## config.mk

```make
export PLATFORM = sky130hd
export DESIGN_NAME = bp_update_sched
export DESIGN_NICKNAME = d
export VERILOG_FILES = /design/src/rtl/bp_update_sched.sv
export SDC_FILE = /design/constraint.sdc
export NUM_CORES = 1
export LEC_CHECK = 0
export ABC_AREA = 1
export BUFFER_PORTS_ARGS = -buffer_cell sky130_fd_sc_hd__buf_4
export CAP_MARGIN = 20
export CORE_MARGIN = 1.5
export CORE_UTILIZATION = 35
export CTS_CLUSTER_SIZE = 20
export DETAILED_ROUTE_END_ITERATION = 16
export PLACE_DENSITY_LB_ADDON = 0.05
export SLEW_MARGIN = 15
export SYNTH_ARGS = -nofsm -noshare
export SYNTH_HDL_FRONTEND = slang
export SYNTH_SLANG_ARGS = --single-unit
```

## constraint.sdc

```tcl
create_clock -name clk -period 12.5 [get_ports clk]
set_input_delay 0 -clock clk [delete_from_list [all_inputs] [get_ports clk]]
set_output_delay 0 -clock clk [all_outputs]
set_load 0.03 [all_outputs]
```

## src/rtl/bp_update_sched.sv

```systemverilog
// Branch predictor update scheduler: queues EX branch/JAL resolutions and drains them
// into the predictor write port, and sequences a full-table clear on interrupt flush.
module bp_update_sched #(
    parameter  int FIFO_DEPTH = 4,
    parameter  int ENTRIES    = 16,
    localparam int IDX_W      = $clog2(ENTRIES)
) (
    input  logic             clk,
    input  logic             rst,
    input  logic             IF_DONE,
    input  logic             MEM_DONE,
    input  logic             irq_flush,
    input  logic             ex_valid,
    output logic             ex_ready,
    input  logic [1:0]       ex_btype,
    input  logic             ex_taken,
    input  logic [31:0]      ex_pc,
    input  logic [31:0]      ex_target,
    output logic             wr_valid,
    output logic [1:0]       wr_btype,
    output logic             wr_taken,
    output logic [31:0]      wr_pc,
    output logic [31:0]      wr_target,
    output logic             clr_valid,
    output logic [IDX_W-1:0] clr_idx,
    output logic             pred_en,
    output logic             busy
);

    localparam int PTR_W = $clog2(FIFO_DEPTH);
    localparam int CNT_W = PTR_W + 1;

    // Handshake: an EX resolution transfers on any cycle where ex_valid && ex_ready;
    // only JAL/B-type transfers are stored, other btypes are accepted and dropped.

    typedef enum logic [0:0] {
        RUN   = 1'b0,
        FLUSH = 1'b1
    } state_t;

    typedef struct packed {
        logic [1:0]  btype;
        logic        taken;
        logic [31:0] pc;
        logic [31:0] target;
    } upd_t;

    state_t           state;
    logic [PTR_W-1:0] wr_ptr;
    logic [PTR_W-1:0] rd_ptr;
    logic [CNT_W-1:0] count;
    upd_t             fifo_mem [FIFO_DEPTH];

    logic is_run;
    logic not_empty;
    logic not_full;
    logic is_branch;
    logic push;
    logic pop;
    upd_t head;
    upd_t ex_entry;

    assign is_run    = (state == RUN);
    assign not_empty = (count != '0);
    assign not_full  = (count < CNT_W'(FIFO_DEPTH));
    assign is_branch = (ex_btype == 2'b01) || (ex_btype == 2'b10);

    // A flush request suppresses both sides of the FIFO in the cycle it is seen.
    assign wr_valid = is_run && not_empty && IF_DONE && MEM_DONE && !irq_flush;
    assign ex_ready = is_run && !irq_flush && (not_full || wr_valid);

    assign push = ex_valid && ex_ready && is_branch;
    assign pop  = wr_valid;

    assign ex_entry = '{btype: ex_btype, taken: ex_taken, pc: ex_pc, target: ex_target};

    always_comb begin
        head = '0;
        if (not_empty) begin
            head = fifo_mem[rd_ptr];
        end
    end

    assign wr_btype  = head.btype;
    assign wr_taken  = head.taken;
    assign wr_pc     = head.pc;
    assign wr_target = head.target;

    assign clr_valid = (state == FLUSH);
    assign pred_en   = is_run;
    assign busy      = (state == FLUSH) || not_empty;

    // Payload storage carries no reset; reads are masked by count.
    always_ff @(posedge clk) begin
        if (push) begin
            fifo_mem[wr_ptr] <= ex_entry;
        end
    end

    always_ff @(posedge clk or negedge rst) begin
        if (!rst) begin
            state   <= RUN;
            wr_ptr  <= '0;
            rd_ptr  <= '0;
            count   <= '0;
            clr_idx <= '0;
        end else if (irq_flush) begin
            state   <= FLUSH;
            wr_ptr  <= '0;
            rd_ptr  <= '0;
            count   <= '0;
            clr_idx <= '0;
        end else begin
            case (state)
                RUN: begin
                    if (push) begin
                        wr_ptr <= wr_ptr + PTR_W'(1);
                    end
                    if (pop) begin
                        rd_ptr <= rd_ptr + PTR_W'(1);
                    end
                    case ({push, pop})
                        2'b10:   count <= count + CNT_W'(1);
                        2'b01:   count <= count - CNT_W'(1);
                        default: count <= count;
                    endcase
                end
                FLUSH: begin
                    if (clr_idx == IDX_W'(ENTRIES - 1)) begin
                        state   <= RUN;
                        clr_idx <= '0;
                    end else begin
                        clr_idx <= clr_idx + IDX_W'(1);
                    end
                end
                default: begin
                    state   <= RUN;
                    clr_idx <= '0;
                end
            endcase
        end
    end

endmodule

```

==> results.md <==
- Number of top-level pins: 149
- Setup fix buffers added after clock tree synthesis: 0
- Number of remaining DRC errors: 0
- Mean post-synth cell area: 12.5 µm²
- Clock sinks: 280
- Number of instances in the synthesized netlist: a little under 900
- Area enclosed by the die boundary: between 30,000 and 40,000 µm²
- RSZ-0062 raised after global routing: false
- GRT Overall Usage: between 15 and 20%
- Ant diodes: 0
- Sequential cell area fraction in the yosys report: about three quarters
- Root Driver: sky130_fd_sc_hd__clkbuf_16
- Yosys warning count: 0
- Fmax: slightly below 0.3 GHz
- First DRT Iteration DRCs: 470
- Antenna viol nets, final: 0
- Hold Startpoint: ex_pc[19]
- Final Max Slew Viols: 0
- Detailed-route wire length per cell: 17.5 µm
- Worst Hold End: fifo_mem[2][51]$_DFFE_PP_
- H-tree level count: 1
- Number of cells on the worst hold path: 2
- Summed instance area of the synthesized netlist: about 11,000 µm²
- Max Clock Skew: 0.0144 ns
- Crit path DAT: 3.46 ns
- Resized cells post-CTS: 0
- Crit path time final: 3.46 ns
- Vias per Instance: roughly 4.8
- Overall die width: 181 µm
- Global-route wire length before repair: between 40,000 and 50,000 µm
- Worst endpoint required time: 12.50 ns
- Cells taking the most area after synthesis: sky130_fd_sc_hd__edfxtp_1 73%, sky130_fd_sc_hd__nor2_1 9.4%, sky130_fd_sc_hd__o21ai_0 6.3%
- Status: completed
- Reg-to-reg startpoint: clr_valid$_DFF_PN0_
- Final Setup Violations: 0
- Critical path peak fanout: 81
- Last weighted congestion value of the routability-driven placer: roughly 0.70
- Post-synthesis cell type with the largest combined area: sky130_fd_sc_hd__edfxtp_1
- Share of the clock period used by the worst path: about 28%
- Post-synthesis net count: just under 1k
- CTS tree: yes
- Count of standard-cell rows: 64
- Number of vias in the routed layout: between 7k and 8k
- Power per Cell Area: roughly 150 nW/µm²
- Worst-case vdd ir drop: 0.0000935 V
- Total negative slack for setup checks: 0 ns
- Maximum number of pins on one net before global-route repair: 88
- Max-slew headroom at the worst pin: between 30% and 40%
- Synth-to-layout area growth: 28.6%
- Sum of net half-perimeters after detailed placement: approximately 14,000 µm
- Highest-count cells in the layout ignoring fill and taps: 273 x sky130_fd_sc_hd__nor2_1, 268 x sky130_fd_sc_hd__edfxtp_1, 158 x sky130_fd_sc_hd__buf_4, 138 x sky130_fd_sc_hd__o21ai_0, 74 x sky130_fd_sc_hd__dlygate4sd3_1
- Core area: between 30,000 and 40,000 µm²
- Hold buffer count at CTS: 74
- TritonCTS buffer count: 31
- Vias in the first global route: ~7.4k
- DR pass1 iterations: 6
- Count of unique library cells instantiated by Yosys: 25
- Initial standard-cell utilization of the core: 35.8%
- Vertical die dimension: between 150 and 200 µm
- Destination of the worst register-to-register timing path: fifo_mem[2][21]$_DFFE_PP_
- Type of the worst setup path: flip-flop to primary output
- Leakage power total: between 5 and 6 nW
- Util after Layout: approximately 46%
- Layout cells sized above 1: 19.3%
- #FFs+latches synth: 280
- Maximum buffer depth of the clock tree: 3
- Total wire length: 26,600 µm
- Worst R2R Setup Slack: between 9 and 10 ns
- Count of input and output buffers: between 100 and 150
- Worst setup SP type: flip-flop
- Initial antenna violation count: 0
- Count of endpoints failing hold in the final timing report: 0
- Remaining global-route overflow: 0
- Post-synth top area share: approximately 73%
- Clock transition at the register clock pins on the worst setup and hold paths after CTS: ~0.060 ns
- Max-cap violations: 0
- Clock network latency to the later pin of the worst-skew pair: roughly 0.55 ns
- Least-Margin Pin Slew: around 1 ns
- CP Capture Type: primary output
- Min-delay worst type: primary input to flip-flop
- R2R depth: 6
- Commonest non-fill, non-tap cell in the layout: sky130_fd_sc_hd__nor2_1
- Number of nets in the layout: between 1k and 1.5k
==> metrics by stage <==
| step | instances | hold WS (ns) | power, mW | worst slack, ns | area, µm² |
|---|---|---|---|---|---|
| floorplan | 883 | -0.296 | 1.14 | 8.08 | 11100 |
| global placement | 1386 | -0.144 | 1.23 | 9.60 | 12500 |
| detailed placement | 1386 | -0.142 | 1.23 | 9.54 | 12500 |
| CTS | 1517 | 0.166 | 2.10 | 8.94 | 14200 |
| global route | 1517 | 0.182 | 2.14 | 8.76 | 14200 |
| finish | 1517 | 0.194 | 2.07 | 9.04 | 14200 |
==> logic make-up (layout without fill, tap and decap cells) <==
family | after synthesis | count (layout) | share of synthesized area (%)
AOI/OAI and AO/OA | 213 | 213 | 9.70
DFF | 280 | 280 | 75.5
and+or+nand+nor | 316 | 316 | 11.2
adders and majority gates | 6 | 6 | 0.747
xor gates and xnor gates | 2 | 2 | 0.159
buffers and inverters | 66 | 304 | 2.60
==> layout make-up <==
| cell class | count | area [µm²] |
|---|---|---|
| Timing Repair Buffer | 232 | 1930 |
| Sequential cell | 280 | 8350 |
| Clock inverter | 18 | 130 |
| Clock buffer | 39 | 806 |
| Multi-Input combinational cell | 537 | 2440 |
| Inverter | 15 | 57.6 |
| Fill cell | 2820 | 16600 |
| Tap cell | 396 | 495 |
==> power breakdown <==
part | total (mW) | leakage [nW] | internal [mW] | switching [mW]
Clock | 0.843 | 0.455 | 0.492 | 0.351
Sequential | 1.03 | 2.56 | 1.03 | 0.00237
Combinational | 0.193 | 2.12 | 0.0720 | 0.121
==> metal layers <==
metal  up-vias  wire length [µm]  GRT usage [%]
li1       3553                 -              -
met5         -                 0              0
met4         0               554           3.70
met2       147             12400           27.4
met3        39              1090           2.44
met1      3495             12500           22.4
==> flip-flops by register name, summed over array words and instances (netlist names) <==
signal and count:
clr_idx 4, clr_valid 1, count 3, fifo_mem 268, rd_ptr 2, wr_ptr 2
==> worst max path at each step <==
stage	from	slack, ns	end
final	rd_ptr[0]$_DFFE_PN0P_	9.04	wr_target[3]
after global routing	rd_ptr[0]$_DFFE_PN0P_	8.76	wr_pc[15]
after CTS	rd_ptr[0]$_DFFE_PN0P_	8.94	wr_btype[0]
after detailed placement	rd_ptr[0]$_DFFE_PN0P_	9.54	wr_btype[0]
after global placement	rd_ptr[0]$_DFFE_PN0P_	9.60	wr_btype[0]
after floorplan	clr_valid$_DFF_PN0_	8.08	fifo_mem[0][0]$_DFFE_PP_
==> Yosys cell counts, drive strengths merged <==
master,count
a21boi,1
a21oi,70
a22o,1
buf,26
clkbuf,25
clkinv,2
dfrtp,12
edfxtp,268
fa,1
ha,5
inv,13
nand2,23
nand3,11
nor2,282
o21ai,141
xor2,2
==> worst max-delay path: stages (launching register included) <==
cell	delay (ns)
sky130_fd_sc_hd__dfrtp_4	0.80
sky130_fd_sc_hd__clkinv_2	0.74
sky130_fd_sc_hd__buf_4	0.60
sky130_fd_sc_hd__o21ai_0	0.31
sky130_fd_sc_hd__a21oi_1	0.14
sky130_fd_sc_hd__buf_4	0.22
No activity file was read; power rests on OpenSTA's default activity.
